[src/rtl/alu_cmd_issuer.sv]
// ---------------------------------------------------------------------------
// alu_cmd_issuer
//
// Initiator side of the ALU start/busy/valid handshake. Tagged commands
// (op, A, B, tag) are accepted on a valid/ready port and queued in a small
// FIFO. One command at a time is issued to the ALU. The result is then
// returned as {result, tag, status} on a valid/ready response port, in
// command order.
//
// Handshake rule used on both the command and the response port: a transfer
// happens on a rising clk edge where valid and ready are both high. The
// sender holds its payload stable while valid is high and ready is low.
//
// Ports
//   clk, rst          clock; synchronous active-high reset
//   cmd_valid/ready   command port; cmd_ready is high while the FIFO is not full
//   cmd_op/a/b/tag    command payload
//   alu_start         one-cycle issue pulse
//   alu_op/a/b        operands to the ALU, held from issue to capture
//   alu_busy          ALU multi-cycle unit busy; blocks issue
//   alu_valid/error   handshake-op completion and error (divide by zero)
//   alu_result        ALU result
//   rsp_valid/ready   response port
//   rsp_result/tag    captured result and the tag of the completed command
//   rsp_status        00 OK, 01 ALU_ERR, 10 TIMEOUT
//   cmd_level         FIFO occupancy
//   alu_hung          sticky; set on a timeout, cleared only by rst
//   fsm_state         current FSM state, for observation
// ---------------------------------------------------------------------------
module alu_cmd_issuer #(
    parameter int WIDTH     = 32,
    parameter int TAGW      = 4,
    parameter int DEPTH     = 4,
    parameter int FIXED_LAT = 3,
    parameter int TIMEOUT   = 1024
) (
    input  logic                   clk,
    input  logic                   rst,
    input  logic                   cmd_valid,
    output logic                   cmd_ready,
    input  logic [4:0]             cmd_op,
    input  logic [WIDTH-1:0]       cmd_a,
    input  logic [WIDTH-1:0]       cmd_b,
    input  logic [TAGW-1:0]        cmd_tag,
    output logic                   alu_start,
    output logic [4:0]             alu_op,
    output logic [WIDTH-1:0]       alu_a,
    output logic [WIDTH-1:0]       alu_b,
    input  logic                   alu_busy,
    input  logic                   alu_valid,
    input  logic                   alu_error,
    input  logic [WIDTH-1:0]       alu_result,
    output logic                   rsp_valid,
    input  logic                   rsp_ready,
    output logic [WIDTH-1:0]       rsp_result,
    output logic [TAGW-1:0]        rsp_tag,
    output logic [1:0]             rsp_status,
    output logic [$clog2(DEPTH):0] cmd_level,
    output logic                   alu_hung,
    output logic [2:0]             fsm_state
);

    localparam int AW = $clog2(DEPTH);
    localparam int LW = AW + 1;
    // FIFO entry layout: {op, a, b, tag}
    localparam int EW = 5 + 2 * WIDTH + TAGW;

    // The wait counter must reach both TIMEOUT-1 and FIXED_LAT-1.
    localparam int CNT_TOP = (TIMEOUT > FIXED_LAT) ? TIMEOUT : FIXED_LAT;
    localparam int CW      = $clog2(CNT_TOP) + 1;
    localparam logic [CW-1:0] FIX_LAST = CW'(FIXED_LAT - 1);
    localparam logic [CW-1:0] TO_LAST  = CW'(TIMEOUT - 1);

    localparam logic [1:0] ST_OK      = 2'b00;
    localparam logic [1:0] ST_ALU_ERR = 2'b01;
    localparam logic [1:0] ST_TIMEOUT = 2'b10;

    typedef enum logic [2:0] {
        S_IDLE     = 3'd0,
        S_ISSUE    = 3'd1,
        S_WAIT_FIX = 3'd2,
        S_WAIT_VAL = 3'd3,
        S_RESP     = 3'd4
    } state_t;

    state_t state;
    state_t state_nxt;

    // Ops that finish on alu_valid; everything else, including undefined
    // codes, is treated as fixed latency.
    function automatic logic is_handshake(input logic [4:0] op);
        logic hs;
        hs = 1'b0;
        case (op)
            5'h08, 5'h09, 5'h0A, 5'h0B, 5'h0E: hs = 1'b1;
            default:                           hs = 1'b0;
        endcase
        return hs;
    endfunction

    // -----------------------------------------------------------------------
    // Command FIFO
    // -----------------------------------------------------------------------
    logic [EW-1:0] fifo_mem [DEPTH];
    logic [AW-1:0] wr_ptr;
    logic [AW-1:0] rd_ptr;
    logic [EW-1:0] fifo_head;
    logic          fifo_empty;
    logic          push;
    logic          pop;
    logic          issue_go;

    assign fifo_empty = (cmd_level == '0);
    assign cmd_ready  = (cmd_level != LW'(DEPTH));
    assign push       = cmd_valid & cmd_ready;
    assign fifo_head  = fifo_mem[rd_ptr];

    // Issue needs a queued command, a free response slot, an idle ALU and
    // a healthy ALU. The pop happens on the same edge as IDLE->ISSUE.
    assign issue_go = (state == S_IDLE) && !fifo_empty && !rsp_valid &&
                      !alu_busy && !alu_hung;
    assign pop      = issue_go;

    // Storage has no reset; occupancy and pointers define what is valid.
    always_ff @(posedge clk) begin
        if (push) begin
            fifo_mem[wr_ptr] <= {cmd_op, cmd_a, cmd_b, cmd_tag};
        end
    end

    // -----------------------------------------------------------------------
    // FSM: state register
    // -----------------------------------------------------------------------
    always_ff @(posedge clk) begin
        if (rst) begin
            state <= S_IDLE;
        end else begin
            state <= state_nxt;
        end
    end

    // -----------------------------------------------------------------------
    // FSM: next-state logic
    // -----------------------------------------------------------------------
    logic [CW-1:0] wait_cnt;

    always_comb begin
        state_nxt = state;
        case (state)
            S_IDLE: begin
                if (issue_go) state_nxt = S_ISSUE;
            end
            S_ISSUE: begin
                // alu_op was latched on entry to ISSUE, so it classifies
                // the command being issued.
                state_nxt = is_handshake(alu_op) ? S_WAIT_VAL : S_WAIT_FIX;
            end
            S_WAIT_FIX: begin
                if (wait_cnt == FIX_LAST) state_nxt = S_RESP;
            end
            S_WAIT_VAL: begin
                if (alu_valid || (wait_cnt == TO_LAST)) state_nxt = S_RESP;
            end
            S_RESP: begin
                if (rsp_ready) state_nxt = S_IDLE;
            end
            default: state_nxt = S_IDLE;
        endcase
    end

    // -----------------------------------------------------------------------
    // FSM: outputs
    // -----------------------------------------------------------------------
    always_comb begin
        alu_start = (state == S_ISSUE);
        rsp_valid = (state == S_RESP);
        fsm_state = state;
    end

    // -----------------------------------------------------------------------
    // Datapath: FIFO pointers, issue registers, wait counter, capture
    // -----------------------------------------------------------------------
    logic [TAGW-1:0] cur_tag;

    always_ff @(posedge clk) begin
        if (rst) begin
            wr_ptr     <= '0;
            rd_ptr     <= '0;
            cmd_level  <= '0;
            alu_op     <= '0;
            alu_a      <= '0;
            alu_b      <= '0;
            cur_tag    <= '0;
            wait_cnt   <= '0;
            rsp_result <= '0;
            rsp_tag    <= '0;
            rsp_status <= ST_OK;
            alu_hung   <= 1'b0;
        end else begin
            if (push) wr_ptr <= wr_ptr + AW'(1);
            if (pop)  rd_ptr <= rd_ptr + AW'(1);

            case ({push, pop})
                2'b10:   cmd_level <= cmd_level + LW'(1);
                2'b01:   cmd_level <= cmd_level - LW'(1);
                default: cmd_level <= cmd_level;
            endcase

            // Operands stay on alu_* from issue until the next issue,
            // which covers the required issue-to-capture window.
            if (issue_go) begin
                alu_op  <= fifo_head[EW-1 -: 5];
                alu_a   <= fifo_head[EW-6 -: WIDTH];
                alu_b   <= fifo_head[TAGW+WIDTH-1 -: WIDTH];
                cur_tag <= fifo_head[TAGW-1:0];
            end

            case (state)
                S_ISSUE: begin
                    wait_cnt <= '0;
                end
                S_WAIT_FIX: begin
                    wait_cnt <= wait_cnt + CW'(1);
                    if (wait_cnt == FIX_LAST) begin
                        rsp_result <= alu_result;
                        rsp_tag    <= cur_tag;
                        rsp_status <= ST_OK;
                    end
                end
                S_WAIT_VAL: begin
                    wait_cnt <= wait_cnt + CW'(1);
                    // A result arriving on the last counted cycle still
                    // counts as a normal completion.
                    if (alu_valid) begin
                        rsp_result <= alu_result;
                        rsp_tag    <= cur_tag;
                        rsp_status <= alu_error ? ST_ALU_ERR : ST_OK;
                    end else if (wait_cnt == TO_LAST) begin
                        rsp_result <= '0;
                        rsp_tag    <= cur_tag;
                        rsp_status <= ST_TIMEOUT;
                        alu_hung   <= 1'b1;
                    end
                end
                default: begin
                    wait_cnt <= wait_cnt;
                end
            endcase
        end
    end

    // -----------------------------------------------------------------------
    // Protocol properties
    // -----------------------------------------------------------------------
    a_start_pulse: assert property (@(posedge clk) disable iff (rst)
        alu_start |=> !alu_start);

    a_rsp_hold: assert property (@(posedge clk) disable iff (rst)
        (rsp_valid && !rsp_ready) |=>
            (rsp_valid && $stable(rsp_result) && $stable(rsp_tag) &&
             $stable(rsp_status)));

    a_level_bound: assert property (@(posedge clk) disable iff (rst)
        cmd_level <= LW'(DEPTH));

endmodule

[config.mk]
export PLATFORM = sky130hd
export DESIGN_NAME = alu_cmd_issuer
export DESIGN_NICKNAME = d
export VERILOG_FILES = /design/src/rtl/alu_cmd_issuer.sv
export SDC_FILE = /design/constraint.sdc
export NUM_CORES = 1
export LEC_CHECK = 0
export CAP_MARGIN = 10
export CORE_MARGIN = 8
export CORE_UTILIZATION = 42
export DETAILED_ROUTE_END_ITERATION = 6
export HOLD_SLACK_MARGIN = 0.02
export PLACE_DENSITY = 0.75
export SLEW_MARGIN = 20
export SYNTH_ARGS = -nofsm -noshare
export SYNTH_HDL_FRONTEND = slang
export SYNTH_SLANG_ARGS = --single-unit
[constraint.sdc]
create_clock -name clk -period 3.3 [get_ports clk]
set_input_delay 0.495 -clock clk [delete_from_list [all_inputs] [get_ports clk]]
set_output_delay 0.495 -clock clk [all_outputs]
set_load 0.02 [all_outputs]
Yosys cells after proc, flatten, opt, wreduce, memory -nomap -nowiden:

Memory sizes are Yosys's and may differ from the RTL's. A register that Yosys moved wholly into a read port is not among the register bits.
Cells that the tools add are included.

* logic and storage cells: 80
* register bits: 60
* memories kept: 1
* input port bits: 112
* bits in writable memories: 292

* add/subtract/negate cells: 5
* bitwise operators: 2
* reduce and logical (&&, ||, !) cells: 19
* mux-type cells: 25
* equal/unequal tests: 19

Memory list
* fifo_mem: depth 4, bits a word 73, read ports 1, clocked after memory_dff 1, wr ports 1, RTL line 104 `logic [EW-1:0] fifo_mem [DEPTH];`

Operators with widths (number)
* 2-to-1 mux 32 bit: 3
* one-hot mux 32 bit (2 select lines): 1
* equality test 5 x 4 -> 1 bit (second input constant): 5
* one-hot mux 11 bit (2 select lines): 1
* one-hot mux 3 bit (5 select lines): 1
* 2-to-1 mux 3 bit: 4
* 2-to-1 mux 4 bit: 3
* adder 11 x 1 -> 11 bit (second input constant): 1
* equality test 11 x 10 -> 1 bit (second input constant): 1
* equality test 11 x 2 -> 1 bit (second input constant): 1
* one-hot mux 4 bit (2 select lines): 1
* equality test 3 x 2 -> 1 bit (second input constant): 2
* zero test 3 bit: 2
* 2-to-1 mux 1 bit: 6
* 2-to-1 mux 2 bit: 3
* inequality test 2 bit (second input constant): 3
* inequality test 3 bit (second input constant): 2
* one-hot mux 3 bit (2 select lines): 1
* AND reduction 3 bit: 2
* nonzero test 2 bit: 3
* OR reduction 5 bit: 1
* adder 2 x 1 -> 2 bit (second input constant): 2
* logical AND 1 bit: 4
* zero test 1 bit: 4
* other kinds (13): 13

Depth between registers and ports, before layout:

Gate-level depths: netlist (run 1).

* depth after elaboration: 8
* depth in mapped cells: 11
* mapped depth without buffers: 9

Worst setup path after synthesis (run 1):

OpenSTA, ideal clock, no wires.

* path kind: reg2reg
* start point: register cmd_level[0]
* end point: memory fifo_mem[0][0] (netlist name), enable pin
* cell stages (with the launch flop): 3
* arrival time: 2.606 ns
* path slack: 0.254 ns
* data required time: 2.860 ns
* buffers on the path: 0
* cell sequence: dfxtp_1 or3b_1 and3_1

* cells in the longest elaborated chain, start to end: 4

RTL lines
* start, declared: RTL line 58 `output logic [$clog2(DEPTH):0] cmd_level,`
* start signal, assigned: RTL line 204 `2'b10: cmd_level <= cmd_level + LW'(1);`
* start signal, assigned: RTL line 205 `2'b01: cmd_level <= cmd_level - LW'(1);`
* start signal, assigned: RTL line 206 `default: cmd_level <= cmd_level;`
* inequality test 3 bit: RTL line 114 `assign cmd_ready = (cmd_level != LW'(DEPTH));`
* net cmd_ready: RTL line 40 `output logic cmd_ready,`
* bitwise AND 1 bit: RTL line 115 `assign push = cmd_valid & cmd_ready;`
* 2-to-1 mux 1 bit: RTL line 126 `if (push) begin`
* 2-to-1 mux 1 bit (implied by the code): RTL line 127 `fifo_mem[wr_ptr] <= {cmd_op, cmd_a, cmd_b, cmd_tag};`
* end, declared: RTL line 104

The timed path passes the listed nets, and every way through them passes these cells.

Worst setup path in the final report (run 1):

* start point: register state[0] (netlist: fsm_state[0])
* end point: output port alu_start

* cells in the longest elaborated chain, start to end: 1

RTL lines
* start, declared: RTL line 86 `state_t state;`
* start signal, assigned: RTL line 138 `state <= state_nxt;`
* equality test 3 x 1 -> 1 bit: RTL line 175 `alu_start = (state == S_ISSUE);`
* end, declared: RTL line 45 `output logic alu_start,`

No other way between the ends.

==> impl_metrics.toml, run 1 <==
[hold_path]
hold_start = "rst"
whs_endpoint = "wait_cnt[4]$_SDFFE_PP0P_"
holdPathStages = 2
hp-class = "primary input to flop"

[final_layout]
final_layout_size_suffix_gt1_share_pct = 14.0
fillCellCount = 3051
multi_input_area_sq_um = 4140
seq_area_sq_um = 11400
nets = 1375
area_growth_pct = 27.2
post-route-util_pct = 54.0
n_antenna_cell = 0

[logic_synthesis]
synth_warnings = 0
ys_seq_elements = 425
synth_area_leaders = "edfxtp_1 (55%), dfxtp_1 (17%), mux4_2 (10%), nand2_1 (4.5%), a21oi_1 (2.6%)"
ys_seq_area_share_pct = 71.9
yosysTopAreaCell = "edfxtp_1"
syn-num-nets = 1142
ys_dominant_reg_cell = "edfxtp_1"
synthTopCellsByCount = "edfxtp_1 (292), nand2_1 (190), dfxtp_1 (133)"
postSynthAreaPerCell_sq_um = 15.6
ys_types = 50
yosysMostFrequentCell = "edfxtp_1"
synth-edff-count = 292
syn_inst = 1022
async_reset_ff_share_pct = 0
synth_top_cell_area_share_pct = 55.1
synth_area_sq_um = 15900

[grt]
grtUsageTotal_pct = 15.8
grt_overflow = 0
antenna_found_initial = 0
grt_pass1_wl_mm = 54.8
grt_pass1_vias = 9608
grt_max_degree = 75

[sta]
fin_skew_ps = 19.4
grt_setup_unrepaired = "false"
finalCritPeriodShare_pct = 84.1
relSlewSlack_pct = 33.1
setup_ws_ps = 526
period_minus_slack_ps = 2770
worst_slew_pin_slew_ps = 1000
fin_setup_tns_ps = 0
hold_viol = 0
setup-violations-final = 0
fmaxAchievable_mhz = 360
holdWs_ps = 299
slew_violations = 0

[clock_tree]
cts_inserted_buffers = 45
clock_sinks = 425
cts_hold_buffers = 0
post-cts-setup-buffers = 0
htree_num_levels = 2
cts.clk_slew.worst_paths_ps = 50
clockBufferDepth = 3
clk_latency_ps = 570
cts-resized-gates = 0
cts_tree = "done"
clock-root-buffer = "clkbuf_16"

[critical_path]
worstReg2RegEnd = "cmd_level[2]$_SDFFE_PP0P_"
crit_fanout = 9
r2r-start = "cmd_level[2]$_SDFFE_PP0P_"
path_class = "flop to output pin"
cp-startpoint = "fsm_state[0]$_SDFFE_PP0P_"
end_kind = "output pin"
cp.required_ps = 2800
r2r_cells = 9
critPathLaunchType = "flop"
rrSetupSlack_ps = 850
cp.arrival_ps = 2280

[drt]
wl_mm = 35.5
vias_per_cell = 5.07
ant_nets = 0
drc = 0
drtPass1Iterations = 7
vias = 9140
drt_iter0_drc = 525
wl_per_cell_um = 19.7

[floorplanning]
ios = 229
die_h_um = 211
core-area_sq_um = 37500
die_area_sq_um = 44400
die_w_um = 211
initial_utilization_pct = 42.4
fp-row-count = 71

[power_and_ir_drop]
ir_drop_uv = 457
cellLeakagePower_nw = 6.51
power_mw = 14.9
power.density_nw_per_um2 = 738

[placed_design]
routabilityCongestion = 0.862
portBuffers = 228
dp_slack_ps = 618
dp_hpwl_mm = 21.3

[run_status]
status = "complete, no violations"

[run]
cap_viol_max_count = 0
==> kinds of logic (layout without fill, tap and decap cells) <==
group                    count (synthesis)  in the layout  synth area share [%]
flip-flops                             425            425                  71.9
AND/OR/NAND/NOR                        292            292                  8.34
multiplexers                           115            115                  13.0
AO/OA/AOI/OAI                          102            102                  3.52
buffers and inverters                   75            345                  2.31
adder cells (fa/ha/maj)                  8              8                 0.677
XOR/XNOR                                 5              5                 0.275
==> critical path: stages, from the launching register on <==
cell,delay (ps)
dfxtp_1,520
or3b_1,500
inv_1,80
clkdlybuf4s50_1,620
==> where the power goes <==
part	internal, mW	switching [mW]
registers	6.37	0.290
clock network	2.81	2.02
logic	1.55	1.89
==> state kept, by name, indices dropped and copies added, names as in the netlist <==
name / cells
fifo_mem: 292
alu_a: 32
alu_b: 32
rsp_result: 32
wait_cnt: 11
alu_op: 5
cur_tag: 4
rsp_tag: 4
cmd_level: 3
fsm_state: 3
rd_ptr: 2
rsp_status: 2
wr_ptr: 2
alu_hung: 1
==> per-layer routing <==
layer,global-route usage [%],share of wire [%]
met1,19.6,43
met2,26.8,48
met3,4.22,6.7
met4,5.16,2.2
met5,0,0
==> metrics by stage <==
stage	cells	area [sq um]
floorplan	1022	15900
global placement	1719	18800
detailed placement	1719	18800
CTS	1803	20200
global route	1803	20200
finish	1803	20200
==> worst max-delay path by stage <==
stage                           endpoint  slack [ps]  depth (start not counted)
3_3_place_gp   cmd_level[2]$_SDFFE_PP0P_         630                         11
6_report                       alu_start         530                          3
3_5_place_dp   cmd_level[2]$_SDFFE_PP0P_         620                         11
2_1_floorplan   fifo_mem[0][0]$_DFFE_PP_         250                          2
4_1_cts                        alu_start         490                          3
5_1_grt                        alu_start         440                          3
==> layout make-up <==
cell class	instances	area share (%)
Clock buffer	65	6.38
Clock inverter	19	0.748
Inverter	16	0.303
Multi-Input combinational cell	522	20.5
Sequential cell	425	56.5
Tap cell	511	3.16
Timing Repair Buffer	245	12.4
==> placed cells by master, fill, tap and decap left out, types with 3 or more instances in the layout <==
cell type	instances
edfxtp_1	292
clkdlybuf4s50_1	227
nand2_1	190
dfxtp_1	131
a21oi_1	83
mux4_2	73
nand2b_1	45
clkbuf_16	45
mux2i_1	38
nor2_1	22
inv_1	14
clkbuf_1	11
clkinv_2	10
buf_4	10
clkbuf_8	9
buf_12	8
ha_1	7
and3_4	5
nor4_1	5
nor3_1	4
or3_1	3
nand4_1	3
xor2_1	3
mux2_2	3
o21ai_0	3
clkinv_1	3
Note: power is estimated with default switching activity, not from simulation.
==> run 2, diff against run 1 <==
--- a/config.mk
+++ b/config.mk
@@ -10,7 +10,7 @@
 export CORE_UTILIZATION = 42
 export DETAILED_ROUTE_END_ITERATION = 6
 export HOLD_SLACK_MARGIN = 0.02
-export PLACE_DENSITY = 0.75
+export PLACE_DENSITY = 0.78
 export SLEW_MARGIN = 20
 export SYNTH_ARGS = -nofsm -noshare
 export SYNTH_HDL_FRONTEND = slang
==> constraint.sdc (replaced) <==
create_clock -name clk -period 2.45 [get_ports clk]
set_input_delay 0.3675 -clock clk [delete_from_list [all_inputs] [get_ports clk]]
set_output_delay 0.3675 -clock clk [all_outputs]
set_load 0.02 [all_outputs]
==> run 2 against run 1 <==
Against the previous run: core utilization increased by 0.42 points; first-iteration DRC count increased by 7.0%; sequential power increased by 35%; clock skew increased by 3.3 ps; register-to-register slack got worse by 690 ps; sequential share of layout area decreased by 0.43 points; worst setup slack got worse by 440 ps.
==> impl_metrics.toml, run 2 (synthesis gave the netlist of run 1 again) <==
[run_status]
status = "complete, no violations"

[critical_path]
cp.arrival_ps = 2000
cp.required_ps = 2080
path_class = "flop to output pin"
rrSetupSlack_ps = 160
end_kind = "output pin"
crit_fanout = 5
crit_slowest_cell = "clkdlybuf4s50_1"
r2r_cells = 9
slowest_delay_ps = 530
worstReg2RegEnd = "cmd_level[2]$_SDFFE_PP0P_"
critPathLaunchType = "flop"
r2r-start = "cmd_level[2]$_SDFFE_PP0P_"
path_cells = "or3b_4 -> buf_4 -> clkdlybuf4s50_1"

[placed_design]
routabilityCongestion = 0.794
place_inst = 1730
dp_slack_ps = -40.1
placed_cell_area_sq_um = 18900
portBuffers = 228
dp_hpwl_mm = 21.2

[final_layout]
stdcell_area_sq_um = 20400
largest_register = "fifo_mem"
post-route-util_pct = 54.4
area_growth_pct = 28.2
largest_reg_flops = 292
final_layout_size_suffix_gt1_share_pct = 14.7
mostFrequentLayoutCell = "edfxtp_1"
mostFrequentLayoutCells = "edfxtp_1 (292), clkdlybuf4s50_1 (225), nand2_1 (190), dfxtp_1 (130), a21oi_1 (83)"
nets = 1386
layoutNonFillerInstCount = 1815
fillCellCount = 3004

[power_and_ir_drop]
power.density_nw_per_um2 = 1000
ir_drop_uv = 814
cellLeakagePower_nw = 6.60

[clock_tree]
clock_sinks = 425
cts.clk_slew.worst_paths_ps = 60
cts_inserted_buffers = 45
clock-root-buffer = "clkbuf_16"
clockBufferDepth = 3
htree_num_levels = 2
cts_tree = "done"
clk_latency_ps = 570

[hold_path]
hp-class = "primary input to flop"
holdPathStages = 2
whs_endpoint = "rd_ptr[1]$_SDFFE_PP0P_"
hold_start = "rst"

[floorplanning]
die_w_um = 211
ios = 229
die_area_sq_um = 44400
core-area_sq_um = 37500
initial_utilization_pct = 42.4
fp-row-count = 71
die_h_um = 211

[sta]
grt_setup_unrepaired = "false"
fmaxAchievable_mhz = 423
slew_violations = 0
worst_slew_pin_slew_ps = 1010
relSlewSlack_pct = 32.6
fin_skew_ps = 22.7
setup-violations-final = 0
period_minus_slack_ps = 2360
hold_viol = 0
finalCritPeriodShare_pct = 96.4
setup_ws_ps = 87.3

[grt]
grt_max_degree = 75
grt_overflow = 0
grt_pass1_vias = 9676
grt_pass1_wl_mm = 55.1
antenna_found_initial = 4
grtUsageTotal_pct = 15.9

[run]
cap_viol_max_count = 0

[drt]
vias_per_cell = 5.10
drc = 0
drtPass1Iterations = 5
wl_per_cell_um = 19.4
drt_iter0_drc = 562
wl_mm = 35.3
vias = 9260
ant_nets = 0
-- run 2: cell types whose count changed in the layout (fill, tap and decap cells not counted), moves of 3 or more --
cell / before / now
buf_12: 8 / 11
buf_4: 10 / 18
bufinv_16: 1 / 4
clkbuf_1: 11 / 6
clkbuf_8: 9 / 2
clkinv_1: 3 / 11
-- run 2: stage by stage --
stage	power [mW]	hold slack (ps)	TNS [ps]
6_report	20.4	227	0
2_1_floorplan	11.9	437	0
4_1_cts	20.7	185	0
5_1_grt	21.3	239	0
3_3_place_gp	13.9	442	-23.1
3_5_place_dp	13.9	447	-40.1
-- run 2: area by class of cell --
type | instances | area, sq um | share of cell area [%]
antenna | 2 | 5.00 | 0.0245
clock buffer | 53 | 1180 | 5.77
clock inverter | 30 | 289 | 1.42
inverter | 16 | 61.3 | 0.301
multi-input combinational | 522 | 4150 | 20.4
sequential | 425 | 11400 | 56.1
tap | 511 | 639 | 3.14
timing repair buffer | 256 | 2630 | 12.9
-- run 2: metal layers --
layer / wire [um] / GRT usage, % / part of all wire (%)
met5: 27 / 0 / 0.077
met3: 2370 / 4.22 / 6.7
met2: 17100 / 26.2 / 48
met4: 788 / 5.55 / 2.2
met1: 15000 / 20.0 / 43
-- run 2: how the worst max path moves through the flow --
stage,start,end,slack (ps),cells after the start
after floorplan,fsm_state[2]$_SDFFE_PP0P_,cmd_level[2]$_SDFFE_PP0P_,50,11
after global placement,alu_busy,cmd_level[2]$_SDFFE_PP0P_,-20,11
after detailed placement,alu_busy,cmd_level[2]$_SDFFE_PP0P_,-40,11
after CTS,cmd_level[1]$_SDFFE_PP0P_,cmd_ready,40,3
after global routing,cmd_level[2]$_SDFFE_PP0P_,cmd_ready,10,3
final,cmd_level[2]$_SDFFE_PP0P_,cmd_ready,90,3
-- run 2: timing repair --
| action | 4_1_cts | 5_1_grt |
|---|---|---|
| gates resized for setup | 4 | 0 |
| endpoints found under the setup margin | 2 | 0 |
| setup buffers | 0 | 0 |
| hold buffers | 0 | 0 |
-- run 2: power by group --
part | total (mW) | leakage [nW] | switching (mW) | internal, mW
clock | 6.66 | 0.709 | 2.77 | 3.90
combinational | 4.71 | 2.13 | 2.53 | 2.18
sequential | 9.01 | 3.76 | 0.426 | 8.59
total | 20.4 | 6.60 | 5.72 | 14.7
-- run 2: critical path, delay by kind of cell (launching register included) --
kind                   cells  cell delay [ps]
and+or+nand+nor            1              390
buffers and inverters      2              700
DFF                        1              350
==> run 3, diff against run 2 <==
--- a/config.mk
+++ b/config.mk
@@ -8,6 +8,7 @@
 export CAP_MARGIN = 10
 export CORE_MARGIN = 8
 export CORE_UTILIZATION = 42
+export CTS_BUF_LIST = sky130_fd_sc_hd__clkbuf_8 sky130_fd_sc_hd__clkbuf_16
 export DETAILED_ROUTE_END_ITERATION = 6
 export HOLD_SLACK_MARGIN = 0.02
 export PLACE_DENSITY = 0.78
==> run 3 against run 2 <==
Against the previous run: worst hold slack is essentially flat; clock skew hardly changed; core utilization did not move; total power fell by 0.13%; first-iteration DRC count shrank 0.89%; cell area did not move; combinational power hardly changed; critical path depth did not move; critical path type unchanged.
==> impl_metrics.toml, run 3 (synthesis gave the netlist of run 1 again) <==
[final_layout]
largest_reg_flops = 292
layoutNonFillerInstCount = 1815
seq_area_sq_um = 11400
multi_input_area_sq_um = 4150
mostFrequentLayoutCells = "edfxtp_1 (292), clkdlybuf4s50_1 (225), nand2_1 (190), dfxtp_1 (130), a21oi_1 (83)"
fillCellCount = 3004
area_growth_pct = 28.2
largest_register = "fifo_mem"
mostFrequentLayoutCell = "edfxtp_1"
final_layout_size_suffix_gt1_share_pct = 14.7
nets = 1386

[floorplanning]
initial_utilization_pct = 42.4
die_area_sq_um = 44400
fp-row-count = 71
core-area_sq_um = 37500
die_w_um = 211
die_h_um = 211
ios = 229

[clock_tree]
htree_num_levels = 2
cts.clk_slew.worst_paths_ps = 60
clk_latency_ps = 570
cts_inserted_buffers = 45
clock_sinks = 425
clock-root-buffer = "clkbuf_16"
clockBufferDepth = 3
cts_hold_buffers = 0
cts_tree = "done"

[grt]
grt_max_degree = 75
antenna_found_initial = 4
grt_pass1_vias = 9676
grtUsageTotal_pct = 15.9
grt_pass1_wl_mm = 55.1
grt_overflow = 0

[critical_path]
worstReg2RegEnd = "cmd_level[2]$_SDFFE_PP0P_"
crit_fanout = 5
path_delay_family = "buffers and inverters"
cp.arrival_ps = 2000
crit_slowest_cell = "clkdlybuf4s50_1"
rrSetupSlack_ps = 160
end_kind = "output pin"
r2r-start = "cmd_level[2]$_SDFFE_PP0P_"
critPathBufInv = 2
r2r_cells = 9
cp.required_ps = 2080
slowest_delay_ps = 530
critPathLaunchType = "flop"
path_cells = "or3b_4 -> buf_4 -> clkdlybuf4s50_1"
path_class = "flop to output pin"

[sta]
relSlewSlack_pct = 32.6
finalCritPeriodShare_pct = 96.4
setup-violations-final = 0
worst_slew_pin_slew_ps = 1010
fmaxAchievable_mhz = 423
period_minus_slack_ps = 2360
setup_ws_ps = 87.3
slew_violations = 0
grt_setup_unrepaired = "false"
hold_viol = 0
fin_skew_ps = 22.7

[drt]
drc = 0
drtPass1Iterations = 5
wl_per_cell_um = 19.4
wl_mm = 35.3
vias_per_cell = 5.09
vias = 9242
ant_nets = 0
drt_iter0_drc = 557

[power_and_ir_drop]
power_mw = 20.4
cellLeakagePower_nw = 6.62
ir_drop_uv = 814
power.density_nw_per_um2 = 999

[hold_path]
whs_endpoint = "rd_ptr[1]$_SDFFE_PP0P_"
hp-class = "primary input to flop"
holdPathStages = 2
hold_start = "rst"

[run_status]
status = "complete, no violations"

[placed_design]
dp_hpwl_mm = 21.2
dp_slack_ps = -40.1
portBuffers = 228
routabilityCongestion = 0.794
place_inst = 1730

[run]
cap_viol_max_count = 0
## run 3: report_power, final
group	switching (mW)	internal [mW]	total, mW
Sequential	0.426	8.59	9.01
Combinational	2.53	2.18	4.71
Clock	2.77	3.87	6.64
## run 3: repair_timing
item | in CTS | in global routing
buffers inserted | 0 | 0
setup endpoints to repair | 2 | 0
resized for setup | 4 | 0
## run 3: through the flow
stage                     area (sq um)  TNS, ps  utilization [%]  hold slack [ps]
after floorplan                  15900        0                -              437
after global placement           18900    -23.1             50.5              442
after detailed placement         18900    -40.1             50.5              447
after CTS                        20400        0             54.4              185
after global routing             20400        0             54.4              239
final                            20400        0             54.4              227
## run 3: layout make-up
class	instances	share of cell area, %
multi-input cells	522	20.4
clock inverters	36	1.53
well taps	511	3.14
flip-flops and latches	425	56.1
clock buffers	47	5.66
inverters	16	0.301
repair buffers	256	12.9
diodes	2	0.0245
## run 3: metal layers
metal	global-route usage (%)	up-vias	wire [um]
met5	0	-	27
met4	5.55	4	788
met3	4.22	57	2420
met2	26.2	279	17100
met1	20.0	4624	14900
li1	-	4278	-
## run 3: worst max-delay path by stage
| stage | startpoint | endpoint | slack, ps | depth (start not counted) |
|---|---|---|---|---|
| finish | cmd_level[2]$_SDFFE_PP0P_ | cmd_ready | 90 | 3 |
| global route | cmd_level[2]$_SDFFE_PP0P_ | cmd_ready | 10 | 3 |
| CTS | cmd_level[1]$_SDFFE_PP0P_ | cmd_ready | 40 | 3 |
| detailed placement | alu_busy | cmd_level[2]$_SDFFE_PP0P_ | -40 | 11 |
| global placement | alu_busy | cmd_level[2]$_SDFFE_PP0P_ | -20 | 11 |
| floorplan | fsm_state[2]$_SDFFE_PP0P_ | cmd_level[2]$_SDFFE_PP0P_ | 50 | 11 |
